[config.mk]
export PLATFORM = sky130hd
export DESIGN_NAME = meter_countdown
export DESIGN_NICKNAME = d
export VERILOG_FILES = /design/src/rtl/meter_pkg.sv /design/src/rtl/meter_countdown_bin2bcd.sv /design/src/rtl/meter_countdown.sv
export SDC_FILE = /design/constraint.sdc
export NUM_CORES = 1
export LEC_CHECK = 0
export ABC_AREA = 1
export CAP_MARGIN = 30
export CORE_UTILIZATION = 50
export DETAILED_ROUTE_END_ITERATION = 12
export GPL_TIMING_DRIVEN = 0
export PLACE_DENSITY = 0.7
export SYNTH_ARGS = -nofsm -noshare
export SYNTH_HDL_FRONTEND = slang
export SYNTH_HIERARCHICAL = 1
export SYNTH_SLANG_ARGS = --single-unit
[constraint.sdc]
create_clock -name fastclk -period 23.3 [get_ports fastclk]
set_input_delay 5.825 -clock fastclk [delete_from_list [all_inputs] [get_ports fastclk]]
set_output_delay 5.825 -clock fastclk [all_outputs]
set_load 0.02 [all_outputs]
[src/rtl/meter_pkg.sv]
// meter_pkg: constants, state encoding and helpers shared by the parking-meter
// countdown and its binary-to-BCD converter.
package meter_pkg;

  localparam int TIME_W = 14;  // time_left width, 0..9999
  localparam int SUM_W  = 15;  // headroom for 9999 + 660 before saturation
  localparam int BCD_W  = 16;  // four BCD digits

  localparam int MAX_TIME   = 9999;
  localparam int LOW_THRESH = 180;
  localparam int PRESET_A   = 10;
  localparam int PRESET_B   = 205;
  localparam int ADD_A      = 60;
  localparam int ADD_B      = 120;
  localparam int ADD_C      = 180;
  localparam int ADD_D      = 300;

  typedef enum logic [1:0] {
    ST_EXPIRED = 2'd0,  // time_left == 0
    ST_LOW     = 2'd1,  // 1 .. LOW_THRESH-1
    ST_HIGH    = 2'd2   // LOW_THRESH .. MAX_TIME
  } meter_state_e;

  // The state is a pure decode of the registered remaining time.
  function automatic meter_state_e state_of(input logic [TIME_W-1:0] t);
    if (t == '0)                        return ST_EXPIRED;
    else if (t < TIME_W'(LOW_THRESH))   return ST_LOW;
    else                                return ST_HIGH;
  endfunction

endpackage

[src/rtl/meter_countdown_bin2bcd.sv]
// bin2bcd: registered 14-bit binary to 4-digit BCD converter, 1-cycle latency.
// Ports:
//   clk_i  - clock
//   rst_i  - asynchronous active-high reset (clears output to 0)
//   bin_i  - binary value, 0..9999
//   bcd_o  - BCD digits, thousands in [15:12]
module bin2bcd
  import meter_pkg::*;
(
  input  logic              clk_i,
  input  logic              rst_i,
  input  logic [TIME_W-1:0] bin_i,
  output logic [BCD_W-1:0]  bcd_o
);

  logic [BCD_W+TIME_W-1:0] shift;
  logic [BCD_W-1:0]        bcd_d;
  logic [BCD_W-1:0]        bcd_q;

  // Double dabble: before each shift, any digit >= 5 gets +3 so that the
  // shift carries correctly into the next decimal digit.
  always_comb begin
    shift = {{BCD_W{1'b0}}, bin_i};
    for (int i = 0; i < TIME_W; i++) begin
      for (int d = 0; d < 4; d++) begin
        if (shift[TIME_W + 4*d +: 4] >= 4'd5)
          shift[TIME_W + 4*d +: 4] = shift[TIME_W + 4*d +: 4] + 4'd3;
      end
      shift = shift << 1;
    end
    bcd_d = shift[BCD_W+TIME_W-1:TIME_W];
  end

  // NOTE: sequential state uses non-blocking assignments so every flop samples
  // pre-edge values; blocking here would create order-dependent simulation.
  always_ff @(posedge clk_i or posedge rst_i) begin
    if (rst_i) bcd_q <= '0;
    else       bcd_q <= bcd_d;
  end

  assign bcd_o = bcd_q;

endmodule

[src/rtl/meter_countdown.sv]
// meter_countdown: parking-meter countdown timer.
// Ports:
//   fastclk            - system clock, all state changes on its rising edge
//   rst                - asynchronous active-high reset
//   slowclk            - asynchronous divided square wave, EDGES_PER_SEC rises/s
//   add_60..add_300    - 1-cycle pulses adding time (simultaneous adds sum)
//   preset_10/_205     - 1-cycle pulses loading time (205 wins, beats adds)
//   time_left          - remaining seconds, 0..9999
//   bcd                - time_left as BCD, one cycle behind time_left
//   display_on         - digit enable (steady, or 1 Hz blink when low/expired)
//   expired            - high while time_left == 0
module meter_countdown
  import meter_pkg::*;
#(
  parameter int EDGES_PER_SEC = 10  // even, >= 2
) (
  input  logic              fastclk,
  input  logic              rst,
  input  logic              slowclk,
  input  logic              add_60,
  input  logic              add_120,
  input  logic              add_180,
  input  logic              add_300,
  input  logic              preset_10,
  input  logic              preset_205,
  output logic [TIME_W-1:0] time_left,
  output logic [BCD_W-1:0]  bcd,
  output logic              display_on,
  output logic              expired
);

  localparam int PH_W = (EDGES_PER_SEC > 2) ? $clog2(EDGES_PER_SEC) : 1;
  localparam logic [PH_W-1:0]   PH_LAST      = PH_W'(EDGES_PER_SEC - 1);
  localparam logic [PH_W-1:0]   PH_HALF      = PH_W'(EDGES_PER_SEC / 2);
  localparam logic [PH_W-1:0]   PH_HALF_LAST = PH_W'(EDGES_PER_SEC / 2 - 1);
  localparam logic [SUM_W-1:0]  MAX_SUM      = SUM_W'(MAX_TIME);

  // Synchronizer, edge detector and start-up qualifier.
  logic       sync1_q, sync2_q, prev_q;
  logic [2:0] armed_q;
  logic       edge_pulse;
  logic       sec_tick;
  logic       any_load;

  logic [PH_W-1:0]   phase_q, phase_d;
  logic [TIME_W-1:0] time_left_q, time_left_d;
  logic              blink_q, blink_d;
  meter_state_e      state;

  logic [SUM_W-1:0]  add_sum;
  logic [SUM_W-1:0]  raw_sum;
  logic              dec;

  // armed_q fills with ones after reset; bit 2 is set only once prev_q holds a
  // real post-reset sample, so slowclk already high at release is not an edge.
  always_ff @(posedge fastclk or posedge rst) begin
    if (rst) begin
      sync1_q <= 1'b0;
      sync2_q <= 1'b0;
      prev_q  <= 1'b0;
      armed_q <= '0;
    end else begin
      sync1_q <= slowclk;
      sync2_q <= sync1_q;
      prev_q  <= sync2_q;
      armed_q <= {armed_q[1:0], 1'b1};
    end
  end

  assign edge_pulse = sync2_q & ~prev_q & armed_q[2];
  assign sec_tick   = edge_pulse && (phase_q == PH_LAST);
  assign any_load   = add_60 | add_120 | add_180 | add_300 | preset_10 | preset_205;
  assign state      = state_of(time_left_q);

  // State registers.
  always_ff @(posedge fastclk or posedge rst) begin
    if (rst) begin
      phase_q     <= '0;
      time_left_q <= '0;
      blink_q     <= 1'b1;
    end else begin
      phase_q     <= phase_d;
      time_left_q <= time_left_d;
      blink_q     <= blink_d;
    end
  end

  // Next-state logic.
  // NOTE: every variable driven here gets a default first, so no path can
  // leave it unassigned and infer a latch.
  always_comb begin
    phase_d     = phase_q;
    time_left_d = time_left_q;
    blink_d     = blink_q;

    add_sum = (add_60  ? SUM_W'(ADD_A) : '0)
            + (add_120 ? SUM_W'(ADD_B) : '0)
            + (add_180 ? SUM_W'(ADD_C) : '0)
            + (add_300 ? SUM_W'(ADD_D) : '0);
    dec     = sec_tick && (time_left_q != '0);
    // dec is only set when time_left > 0, so this never wraps below zero.
    raw_sum = {1'b0, time_left_q} + add_sum - SUM_W'(dec);

    // Any user action restarts the second so the next decrement is a full
    // second away.
    if (any_load)        phase_d = '0;
    else if (edge_pulse) phase_d = sec_tick ? '0 : phase_q + 1'b1;

    if (preset_205)          time_left_d = TIME_W'(PRESET_B);
    else if (preset_10)      time_left_d = TIME_W'(PRESET_A);
    else if (raw_sum > MAX_SUM) time_left_d = TIME_W'(MAX_TIME);
    else                     time_left_d = raw_sum[TIME_W-1:0];

    // Outside EXPIRED the blink is held lit so the 0000 display starts on.
    if (state != ST_EXPIRED)
      blink_d = 1'b1;
    else if (edge_pulse && (phase_q == PH_HALF_LAST || phase_q == PH_LAST))
      blink_d = ~blink_q;
  end

  // Output logic.
  always_comb begin
    display_on = 1'b1;
    case (state)
      ST_HIGH:    display_on = 1'b1;
      ST_LOW:     display_on = (phase_q < PH_HALF);
      ST_EXPIRED: display_on = blink_q;
      default:    display_on = 1'b1;
    endcase
  end

  assign time_left = time_left_q;
  assign expired   = (time_left_q == '0);

  bin2bcd u_bin2bcd (
    .clk_i (fastclk),
    .rst_i (rst),
    .bin_i (time_left_q),
    .bcd_o (bcd)
  );

endmodule

==> results.json <==
{
  "globalRouteOverflowTotal": 0,
  "final_nets": 969,
  "grt_use_total_pct": 20.8,
  "r2r-start": "time_left[12]$_DFF_PP0_",
  "cts_setup_buffers": 0,
  "dieArea_um2": 11800,
  "coreArea_um2": 10900,
  "rows": 38,
  "cp-start-kind": "input port",
  "holdPathStages": 0,
  "yosys_warnings": 6,
  "yosysSeqAreaShare_pct": 18.1,
  "n_antenna_cell": 0,
  "clkLatencyLatePin_ns": 0.29,
  "grt_setup_unrepaired": "no",
  "yosysUniqueCellTypes": 45,
  "post-route-min-period_ns": 9.68,
  "critPathRequiredTime_ns": 23.47,
  "cts.path.max_buffers": 2,
  "timing.fmax_mhz": 103,
  "synth_commonest_cells": "229 x nand2_1, 158 x inv_1, 69 x ha_1",
  "synthesis.nets": 922,
  "routed_wl_mm": 11.3,
  "slew_headroom_pct": 40.0,
  "drt-initial-drc-count": 119,
  "cts_num_sinks": 41,
  "slew_violations": 0,
  "setup_tns_ns": 0,
  "rr_worst_depth": 64,
  "dr.pass1.iters": 4,
  "dpl.hpwl_mm": 9.71,
  "vias_per_cell": 5.02,
  "io_pins": 41,
  "ys_ff_latch": 41,
  "path_common_cell": "nand2_1",
  "cp.depth": 26,
  "slowest_stage": "fa_1",
  "crit_buf_inv": 8,
  "gp_congestion": 0.836,
  "hold_violations": 0,
  "synthArstFlopShare_pct": 100,
  "die_w_um": 109,
  "antenna_found_initial": 0,
  "synth_top_area_cell": "dfrtp_1",
  "drcViolationCount": 0,
  "synth.most_common_cell": "nand2_1",
  "critical-path-max-stage-delay_ns": 0.53,
  "status": "finished clean",
  "start_util_pct": 51.9,
  "grt_max_degree": 26,
  "path_clk_slew_ns": 0.06,
  "grt_first_pass_wirelength_mm": 20.1,
  "synth_edf_count": 0,
  "syn_avg_cell_area_um2": 6.78,
  "grt_pass1_vias": 4956,
  "synth.top_cell.area_share_pct": 17.6,
  "holdCritPathClass": "reg -> reg",
  "crit_arrival_ns": 9.86,
  "met2_usage_pct": 40.1,
  "wl_per_cell_um": 11.0,
  "grt_use_met1_pct": 23.9,
  "tightestPinTransition_ns": 0.899,
  "cts-resized-gates": 0,
  "ys_top_cells_by_area": "dfrtp_1 18%, ha_1 15%, nand2_1 15%",
  "grt-busiest-layer": "met2",
  "numCtsBuffers": 5,
  "critPathKind": "in -> reg",
  "skew_ns": 0.0133,
  "setup_viol": 0,
  "cp-end-kind": "flip-flop",
  "detail-route-antenna-nets": 0,
  "hold_buffers": 0,
  "die_h_um": 109,
  "syn_to_final_growth_pct": 12.8,
  "crit_fanout": 10,
  "routed-via-count": 5139,
  "drv_cap": 0,
  "syn-cell-area_um2": 5670,
  "htree_levels": 2,
  "fin_crit_sh_pct": 41.6,
  "hold_path.startpoint": "armed_q[0]$_DFF_PP0_",
  "critPathLaunch": "add_60",
  "tritoncts": "yes",
  "numPortBuffers": 40,
  "drive_above_1_share_pct": 16.3,
  "cts-root-buf": "clkbuf_16",
  "met3_usage_pct": 2.11,
  "synthCells": 836,
  "critPathTopFamily": "adder cells",
  "ys.flop_type": "dfrtp_1"
}
==> cell usage in the layout, fill, tap and decap left out, types with 2 or more instances in the layout <==
cell type	instances
nor2_2	2
and2_1	2
inv_2	16
nand3_2	20
o21ai_0	8
inv_1	158
nand2_2	53
xor2_1	12
ha_1	69
nand2_1	229
a21oi_2	2
xnor2_1	2
or2_2	2
o21ai_1	2
nand4_1	23
o21ai_2	7
nand3b_1	6
dfrtp_1	40
clkdlybuf4s50_1	40
clkbuf_16	5
a21oi_1	22
and2_4	2
nand2_4	18
or2_1	2
a21o_1	2
nor2_1	38
nor3_1	3
nand3_4	5
nand3_1	66
fa_1	8
==> sequential cells by signal (all words and copies together) (netlist names) <==
register         count
armed_q              3
sync1_q              1
blink_q              1
time_left           14
phase_q              4
u_bin2bcd/bcd_o     16
sync2_q              1
prev_q               1
==> cells by family after synthesis <==
family,count (synthesis),synth area share (%)
XOR/XNOR,16,2.74
other,1,0.0661
AO/OA/AOI/OAI,51,5.91
adder cells (fa/ha/maj),77,18.0
AND/OR/NAND/NOR,475,43.4
flip-flops,41,18.1
buffers and inverters,175,11.7
==> path summary, 6_finish.rpt <==
path                                                 endpoint  slack (ns)
worst max register to register  u_bin2bcd/bcd_o[14]$_DFF_PP0_       15.01
worst min-delay path                     armed_q[1]$_DFF_PP0_        0.35
min in group asynchronous        u_bin2bcd/bcd_o[0]$_DFF_PP0_        5.95
worst min register to register           armed_q[1]$_DFF_PP0_        0.35
max in group asynchronous             time_left[11]$_DFF_PP0_       16.67
worst max-delay path                   time_left[2]$_DFF_PP0_       13.62
==> routing by layer <==
layer,routed length (um),vias to the layer above,part of all wire [%]
met5,0,-,0
met1,5010,2360,45
met2,5840,51,52
li1,-,2718,-
met3,185,10,1.6
met4,213,0,1.9
==> layout make-up <==
type	instances	area, um^2
multi-input cells	620	3980
inverters	174	653
repair buffers	40	400
well taps	140	175
plain buffers	1	11.3
flip-flops and latches	41	1030
clock buffers	7	143
clock inverters	1	7.51
fillers	1059	4540
==> per-stage QoR <==
stage                     cell area, um^2  setup WS, ns  hold slack, ns  cells  util, %
final                                6400         13.62           0.349   1024     58.5
after CTS                            6400         13.60           0.349   1024     58.5
after global placement               6250         13.40           0.333   1016     57.1
after detailed placement             6250         13.31           0.336   1016     57.1
after global routing                 6400         13.33           0.356   1024     58.5
after floorplan                      5670         14.31           0.331    836        -
Power is left out: the tool's default activity adds up to more than one toggle a clock period on the data nets, which glitch-free logic cannot reach.
